--- config.mk ---
export PLATFORM = sky130hd
export DESIGN_NAME = uart_tx_arbiter
export DESIGN_NICKNAME = d
export VERILOG_FILES = /design/src/rtl/uart_tx_arbiter.sv
export SDC_FILE = /design/constraint.sdc
export NUM_CORES = 1
export LEC_CHECK = 0
export CAP_MARGIN = 20
export CORE_MARGIN = 5
export CORE_UTILIZATION = 52
export DETAILED_ROUTE_END_ITERATION = 8
export PLACE_DENSITY = 0.84
export SYNTH_ARGS = -nofsm -noshare
export SYNTH_HDL_FRONTEND = slang
export SYNTH_SLANG_ARGS = --single-unit
--- constraint.sdc ---
create_clock -name clk -period 4.1 [get_ports clk]
set_input_delay 0.615 -clock clk [delete_from_list [all_inputs] [get_ports clk]]
set_output_delay 0.615 -clock clk [all_outputs]
set_load 0.02 [all_outputs]
--- src/rtl/uart_tx_arbiter.sv ---
// uart_tx_arbiter
//   Round-robin arbiter that lets four byte requesters share one UART
//   transmitter. A granted byte is latched, presented on uart_datain, and
//   launched with a fixed-length uart_wrsig strobe. The transfer then waits
//   for the transmitter to go busy and to report uart_done. Each wait is
//   bounded by its own timeout. Every transfer ends with a one-cycle ack
//   (sent) or nack (timed out), followed by a short idle gap.
//
// Ports
//   clk, rst_n        clock (posedge), asynchronous active-low reset
//   req[3:0]          per-requester request, held until ack/nack
//   data0..data3      byte of each requester
//   ack[3:0]          one-cycle pulse: byte of requester i transmitted
//   nack[3:0]         one-cycle pulse: transfer of requester i timed out
//   grant[3:0]        one-hot owner of the transmitter, 0 when none
//   uart_datain[7:0]  byte presented to the transmitter
//   uart_wrsig        transmit command, high for STROBE_LEN cycles
//   uart_busy         transmitter frame in progress
//   uart_done         one-cycle end-of-frame pulse from the transmitter
module uart_tx_arbiter #(
    parameter int unsigned STROBE_LEN    = 4,
    parameter int unsigned START_TIMEOUT = 64,
    parameter int unsigned DONE_TIMEOUT  = 4096,
    parameter int unsigned GAP_LEN       = 2
) (
    input  logic       clk,
    input  logic       rst_n,
    input  logic [3:0] req,
    input  logic [7:0] data0,
    input  logic [7:0] data1,
    input  logic [7:0] data2,
    input  logic [7:0] data3,
    output logic [3:0] ack,
    output logic [3:0] nack,
    output logic [3:0] grant,
    output logic [7:0] uart_datain,
    output logic       uart_wrsig,
    input  logic       uart_busy,
    input  logic       uart_done
);

    typedef enum logic [2:0] {
        IDLE,
        STROBE,
        WAIT_START,
        WAIT_DONE,
        GAP
    } state_t;

    state_t      state_q, state_d;
    logic [15:0] cnt_q, cnt_d;
    logic [1:0]  rr_q, rr_d;
    logic [1:0]  gidx_q, gidx_d;
    logic [3:0]  grant_q, grant_d;
    logic [7:0]  datain_q, datain_d;
    logic [3:0]  ack_q, ack_d;
    logic [3:0]  nack_q, nack_d;

    logic        found;
    logic [1:0]  pick;
    logic [1:0]  idx;
    logic [7:0]  pick_data;
    logic        finish;

    // First requesting index at or above rr_q, wrapping modulo 4.
    always_comb begin
        found = 1'b0;
        pick  = '0;
        idx   = '0;
        for (int unsigned k = 0; k < 4; k++) begin
            idx = rr_q + 2'(k);
            if (!found && req[idx]) begin
                found = 1'b1;
                pick  = idx;
            end
        end
    end

    always_comb begin
        case (pick)
            2'd0:    pick_data = data0;
            2'd1:    pick_data = data1;
            2'd2:    pick_data = data2;
            default: pick_data = data3;
        endcase
    end

    always_comb begin
        state_d  = state_q;
        cnt_d    = cnt_q + 16'd1;
        rr_d     = rr_q;
        gidx_d   = gidx_q;
        grant_d  = grant_q;
        datain_d = datain_q;
        ack_d    = '0;
        nack_d   = '0;
        finish   = 1'b0;

        case (state_q)
            IDLE: begin
                cnt_d = '0;
                if (found && !uart_busy) begin
                    state_d  = STROBE;
                    gidx_d   = pick;
                    grant_d  = 4'b0001 << pick;
                    datain_d = pick_data;
                end
            end
            STROBE: begin
                if (cnt_q == 16'(STROBE_LEN - 1)) begin
                    state_d = WAIT_START;
                end
            end
            WAIT_START: begin
                if (uart_busy) begin
                    state_d = WAIT_DONE;
                end else if (cnt_q == 16'(START_TIMEOUT - 1)) begin
                    nack_d = grant_q;
                    finish = 1'b1;
                end
            end
            WAIT_DONE: begin
                // Only uart_done completes a frame; busy falling early is ignored.
                if (uart_done) begin
                    ack_d  = grant_q;
                    finish = 1'b1;
                end else if (cnt_q == 16'(DONE_TIMEOUT - 1)) begin
                    nack_d = grant_q;
                    finish = 1'b1;
                end
            end
            GAP: begin
                if (cnt_q == 16'(GAP_LEN - 1)) begin
                    state_d = IDLE;
                end
            end
            default: begin
                state_d = IDLE;
            end
        endcase

        if (finish) begin
            state_d = GAP;
            grant_d = '0;
            rr_d    = gidx_q + 2'd1;
        end

        if (state_d != state_q) begin
            cnt_d = '0;
        end
    end

    always_ff @(posedge clk or negedge rst_n) begin
        if (!rst_n) begin
            state_q  <= IDLE;
            cnt_q    <= '0;
            rr_q     <= '0;
            gidx_q   <= '0;
            grant_q  <= '0;
            datain_q <= '0;
            ack_q    <= '0;
            nack_q   <= '0;
        end else begin
            state_q  <= state_d;
            cnt_q    <= cnt_d;
            rr_q     <= rr_d;
            gidx_q   <= gidx_d;
            grant_q  <= grant_d;
            datain_q <= datain_d;
            ack_q    <= ack_d;
            nack_q   <= nack_d;
        end
    end

    assign ack         = ack_q;
    assign nack        = nack_q;
    assign grant       = grant_q;
    assign uart_datain = datain_q;
    assign uart_wrsig  = (state_q == STROBE);

endmodule

# After elaboration in Yosys (flattened, before gate mapping)
# Index checks and enable logic that the tools add are counted.
word_totals:
  ff_bits: 43
  word_cells: 83
op_classes:
  addsub: 5
  order_cmp: 4
  eq_ne: 11
  shifts: 1
  mux: 40
  reduce_logical: 14
op_table:
  columns: ["cell", "count"]
  rows:
  - ["4-bit two-way mux", 9]
  - ["16-bit two-way mux", 2]
  - ["8-bit case mux with 3 select lines", 1]
  - ["16-bit by 1-bit adder with 16-bit output, second input constant", 1]
  - ["16-bit by 1-bit == test with 1-bit output, second input constant", 1]
  - ["16-bit by 12-bit == test with 1-bit output, second input constant", 1]
  - ["16-bit by 2-bit == test with 1-bit output, second input constant", 1]
  - ["16-bit by 6-bit == test with 1-bit output, second input constant", 1]
  - ["3-bit two-way mux", 5]
  - ["3-bit case mux with 5 select lines", 1]
  - ["2-bit by 3-bit less-than comparator with 1-bit output, second input constant", 4]
  - ["1-bit two-way mux", 12]
  - ["1-bit binary-select mux with 2-bit select", 4]
  - ["2-bit two-way mux", 4]
  - ["4-bit case mux with 2 select lines", 1]
  - ["3-bit by 2-bit == test with 1-bit output, second input constant", 2]
  - ["2-bit by 1-bit adder with 2-bit output, second input constant", 2]
  - ["2-bit adder, second input constant", 2]
  - ["1-bit logical AND", 4]
  - ["1-bit zero test", 4]
  - ["2-bit AND reduction", 2]
  - ["2-bit nonzero test", 2]
  - ["1-bit by 2-bit << shifter with 4-bit output, first input constant", 1]
  - ["3-bit by 1-bit == test with 1-bit output, second input constant", 1]
  - ["7 further kinds", 7]

# Longest topological paths before layout
depth:
  word_depth: 18
  mapped_depth: 7

# Worst setup path after synthesis
# No wires, ideal clock.
synth_path:
  path_type: "reg2reg"
  start: "reg cnt_q[6]"
  end: "reg cnt_q[11]"
  setup_time_ns: 0.119
  arrival_ns: 1.913
  required_time_ns: 3.981
  path_slack_ns: 2.068
  path_stages_with_launch: 7
  n_path_buf: 1
  period_less_slack_ns: 2.032
  path_cell_list: "dfrtp_1 -> or4_4 -> nor4_4 -> a21oi_2 -> o2111ai_4 -> buf_6 -> nor2_2"
synth_via:
  elab_chain_len: 7
  elab_cells_between_ends: 17
  classes_between: "add/sub (1); eq/ne (5); mux (11)"
synth_lines:
  columns: ["item", "line", "source"]
  rows:
  - ["from (decl)", "51", "logic [15:0] cnt_q, cnt_d;"]
  - ["from (signal assigned)", "165", "cnt_q <= cnt_d;"]
  - ["16-bit by 12-bit == test with 1-bit output or 16-bit by 6-bit == test with 1-bit output (tied branches)", "127, 117", null]
  - ["1-bit two-way mux (on tied branches)", "127, 117", null]
  - ["1-bit two-way mux (on tied branches)", "124, 115", null]
  - ["1-bit case mux with 2 select lines", "99", "case (state_q)"]
  - ["3-bit two-way mux", "142", "if (finish) begin"]
  - ["3-bit != test", "148", "if (state_d != state_q) begin"]
  - ["16-bit two-way mux (*)", "148", null]
  - ["named net cnt_d[11]", "51", null]
# Mark *: on every way through the listed nets, which the timed path passes. The rest lies on a longest branch.
# A chain may end at the register's enable or synchronous reset.

# Worst setup path in the final report
layout_path:
  start: "in req[0]"
  end: "reg datain_q[4] (netlist: uart_datain[4])"
layout_via:
  elab_chain_len: 14
  elab_cells_between_ends: 28
  classes_between: "eq/ne (2); mux (17); reduce/logical (9)"
layout_lines:
  columns: ["item", "line", "source"]
  rows:
  - ["from (decl)", "28", "input logic [3:0] req,"]
  - ["1-bit binary-select mux with 2-bit select", "72", "if (!found && req[idx]) begin"]
  - ["1-bit two-way mux (not written as such)", "72", null]
  - ["1-bit two-way mux", "72", null]
  - ["1-bit zero test", "72", null]
  - ["1-bit logical AND", "72", null]
  - ["1-bit two-way mux", "72", null]
  - ["1-bit zero test", "72", null]
  - ["1-bit logical AND", "72", null]
  - ["1-bit two-way mux", "72", null]
  - ["1-bit zero test", "72", null]
  - ["1-bit logical AND", "72", null]
  - ["2-bit two-way mux or 1-bit two-way mux (tied branches)", "72", null]
  - ["2-bit == test, or another cell as far along", "80", "case (pick)"]
  - ["8-bit case mux with 3 select lines or 2-bit AND reduction (tied branches)", null, null]
  - ["to (signal assigned)", "169", "datain_q <= datain_d;"]
  - ["to (decl)", "55", "logic [7:0] datain_q, datain_d;"]
# Parallel ways exist; a longest one is shown, timed or not. The select of a mux whose other input is x is not followed.

==> results.yml <==
outcome:
  status: "complete, no violations"
sta:
  setup_viol: 0
  finalCritPeriodShare_pct: 60.1
  fmax_mhz: 406
  finalHoldViolCount: 0
  slew_headroom_pct: 33.6
  whs_ps: 451
  tns_ps: 0
  rsz0062_at_grt: "false"
  skew_ps: 8.16
  tightest_slew_ps: 995
  drv_slew: 0
  period_needed_ps: 2460
final_layout:
  areaGrowthSynthToFinish_pct: 33.3
  n_antenna_cell: 0
  drive_gt1_share_pct: 9.71
  nFillCells: 330
  final_nets: 319
routing:
  route.detailed.drc: 0
  detailroute.via_count: 1864
  drtPass1Iterations: 4
  wire_per_inst_um: 16.0
  vias_per_cell: 5.65
  drt_wl_total_mm: 5.29
  ant_nets: 0
  drt_iter0_markers: 152
cts:
  clk_latency_ps: 300
  ctsHoldBuffers: 0
  clkTransAtPathRegs_ps: 90
  root_buffer: "clkbuf_8"
  cts.path.max_buffers: 2
  cts_setup_buffers: 0
  numCtsBuffers: 5
  htreeDepth: 2
  cts_tree: "done"
  cts_resized: 0
  cts_sinks: 43
die:
  die_area_um2: 5790
  io_pins: 61
  start_util_pct: 52.9
  die_h_um: 76.1
  fp-row-count: 24
  coreArea_um2: 4290
  die_w_um: 76.1
synth:
  synthDistinctLibCells: 46
  postSynthCellCount: 218
  ys_ff_latch: 43
  synth_seq_area_share_pct: 47.4
  yosys_warnings: 0
  syn_avg_cell_area_um2: 10.4
  syn-num-nets: 260
  synth_area_um2: 2270
job:
  cap_violations: 0
global_routing:
  grt_start_max_net_pins: 44
  grt_pass1_vias: 1763
  grtUsageTotal_pct: 18.7
  grt_antenna_before_repair: 0
  grt_pass1_wl_mm: 8.78
  grt_overflow: 0
setup_path:
  r2r_setup_slack_ps: 1780
  r2r-start: "cnt_q[6]"
  setup.worst_path.start_class: "input pin"
  arrival_ps: 2630
  rr_worst_depth: 5
  critPathMaxFanout: 18
  worstPathRequired_ps: 4270
  critPathTopFamily: "compound AO/OA/AOI/OAI gates"
  worst_path_largest_cell_delay_ps: 900
  critPathBufInv: 1
  worstReg2RegEnd: "cnt_q[4]"
  path_cells: "clkdlybuf4s50_1, a21oi_1, o21ai_1, o2bb2a_1, mux2i_1, o221ai_1"
  cp_slowest_cell: "o2bb2a_1"
  critPathKind: "input pin to register"
  endpoint_kind: "register"
place:
  place.gp.congestion: 0.816
  hpwlAfterDp_mm: 3.88
  port_buffers: 60
power:
  power_leakage_nw: 1.29
  peakVddDrop_v: 0.000294
  power.density_nw_per_um2: 566
worst_hold_path:
  hp-class: "input pin to async pin"
[cell families after synthesis]
kind of cell | share of synthesized area (%)
adders and majority gates | 1.10
buffers and inverters | 2.42
DFF | 47.4
AOI/OAI and AO/OA | 11.6
and+or+nand+nor | 23.8
xor gates and xnor gates | 5.78
muxes | 7.93
[cell usage in the layout (no fill, tap or decap), drive strengths merged, types with 2 or more instances in the layout]
master         count
nor4               2
bufinv             2
o21ai              4
nand2             21
xnor2              6
mux2i             18
nor2              25
and2               6
xor2               9
clkbuf             5
ha                 2
and3               3
a211oi             2
a21oi              7
o221ai             8
nor2b              4
or3                2
nand2b             2
a32o               4
inv                4
nand4              4
clkdlybuf4s50     59
nand3              8
nor3               8
or4                3
nor4b              2
dfrtp             43
a31oi              2
[layout make-up]
class / count / area [µm²] / share of cell area, %
Timing Repair Buffer: 60 / 596 / 19.7
Sequential cell: 43 / 1080 / 35.5
Clock buffer: 5 / 68.8 / 2.27
Multi-Input combinational cell: 163 / 1140 / 37.7
Tap cell: 52 / 65.1 / 2.15
Clock inverter: 3 / 67.6 / 2.23
Inverter: 4 / 15.0 / 0.496
[worst register-to-register path, cell delays in order (launching register included)]
cell and delay (ps):
dfrtp_1 440, or4_4 580, nor4_4 360, a21oi_2 150, o2111ai_4 530, nor2_1 120
[worst max path at each step]
stage | from | endpoint | slack (ps) | cells after the start
global placement | req[0] | uart_datain[1] | 1340 | 6
floorplan | cnt_q[6] | cnt_q[11] | 2070 | 6
global route | req[1] | uart_datain[5] | 1480 | 6
CTS | req[0] | uart_datain[3] | 1630 | 6
detailed placement | req[0] | uart_datain[4] | 1320 | 6
finish | req[0] | uart_datain[4] | 1640 | 6
[metal layers]
metal  vias up  GRT usage, %  share of wire, %
li1        900             -                 -
met1       906          25.7                45
met2        48          28.8                49
met3        10          3.90               4.3
met4         0          7.52               2.3
met5         -             0                 0
[power breakdown]
group	internal, W	switching [W]
clock network	0.000243	0.000153
registers	0.000519	0.000102
logic	0.000326	0.000372
[cells in the mapped netlist (all sizes together)]
master | number | area (µm²)
and3 | 3 | 18.8
a211oi | 2 | 20.0
and4b | 1 | 10.0
nor2 | 25 | 119
nor4b | 2 | 17.5
and4 | 1 | 8.76
nor2b | 4 | 25.0
nor3b | 1 | 7.51
xnor2 | 6 | 52.6
nand4 | 4 | 25.0
or4 | 3 | 30.0
buf | 3 | 21.3
nand3b | 1 | 7.51
clkbuf | 5 | 18.8
nand2 | 21 | 78.8
ha | 2 | 25.0
and2 | 6 | 37.5
o221ai | 8 | 70.1
a31oi | 2 | 12.5
a21o | 1 | 7.51
xor2 | 9 | 78.8
or2 | 1 | 8.76
a2111oi | 1 | 8.76
o21ai | 4 | 20.0
inv | 4 | 15.0
nand2b | 2 | 12.5
o2111ai | 1 | 26.3
or4b | 1 | 10.0
nand3 | 8 | 40.0
nor4 | 2 | 27.5
a21oi | 7 | 38.8
mux2i | 18 | 180
dfrtp | 43 | 1080
nor3 | 8 | 45.0
a32o | 4 | 40.0
o2bb2a | 1 | 10.0
a2bb2oi | 1 | 8.76
or3 | 2 | 12.5
[registers in the layout (all words and copies together), names as in the netlist]
register     cells
cnt_q           16
uart_datain      8
ack              4
grant            4
nack             4
state_q          3
gidx_q           2
rr_q             2
[stage by stage]
step	setup WS (ps)	std cells	utilization [%]	cell area [µm²]	total power (W)
after floorplan	2070	218	-	2270	0.00109
after global placement	1340	322	67.4	2890	0.00131
after detailed placement	1320	322	67.4	2890	0.00133
after CTS	1630	330	70.5	3030	0.00172
after global routing	1480	330	70.5	3030	0.00182
final	1640	330	70.5	3030	0.00172
(Power assumes the default switching activity.)
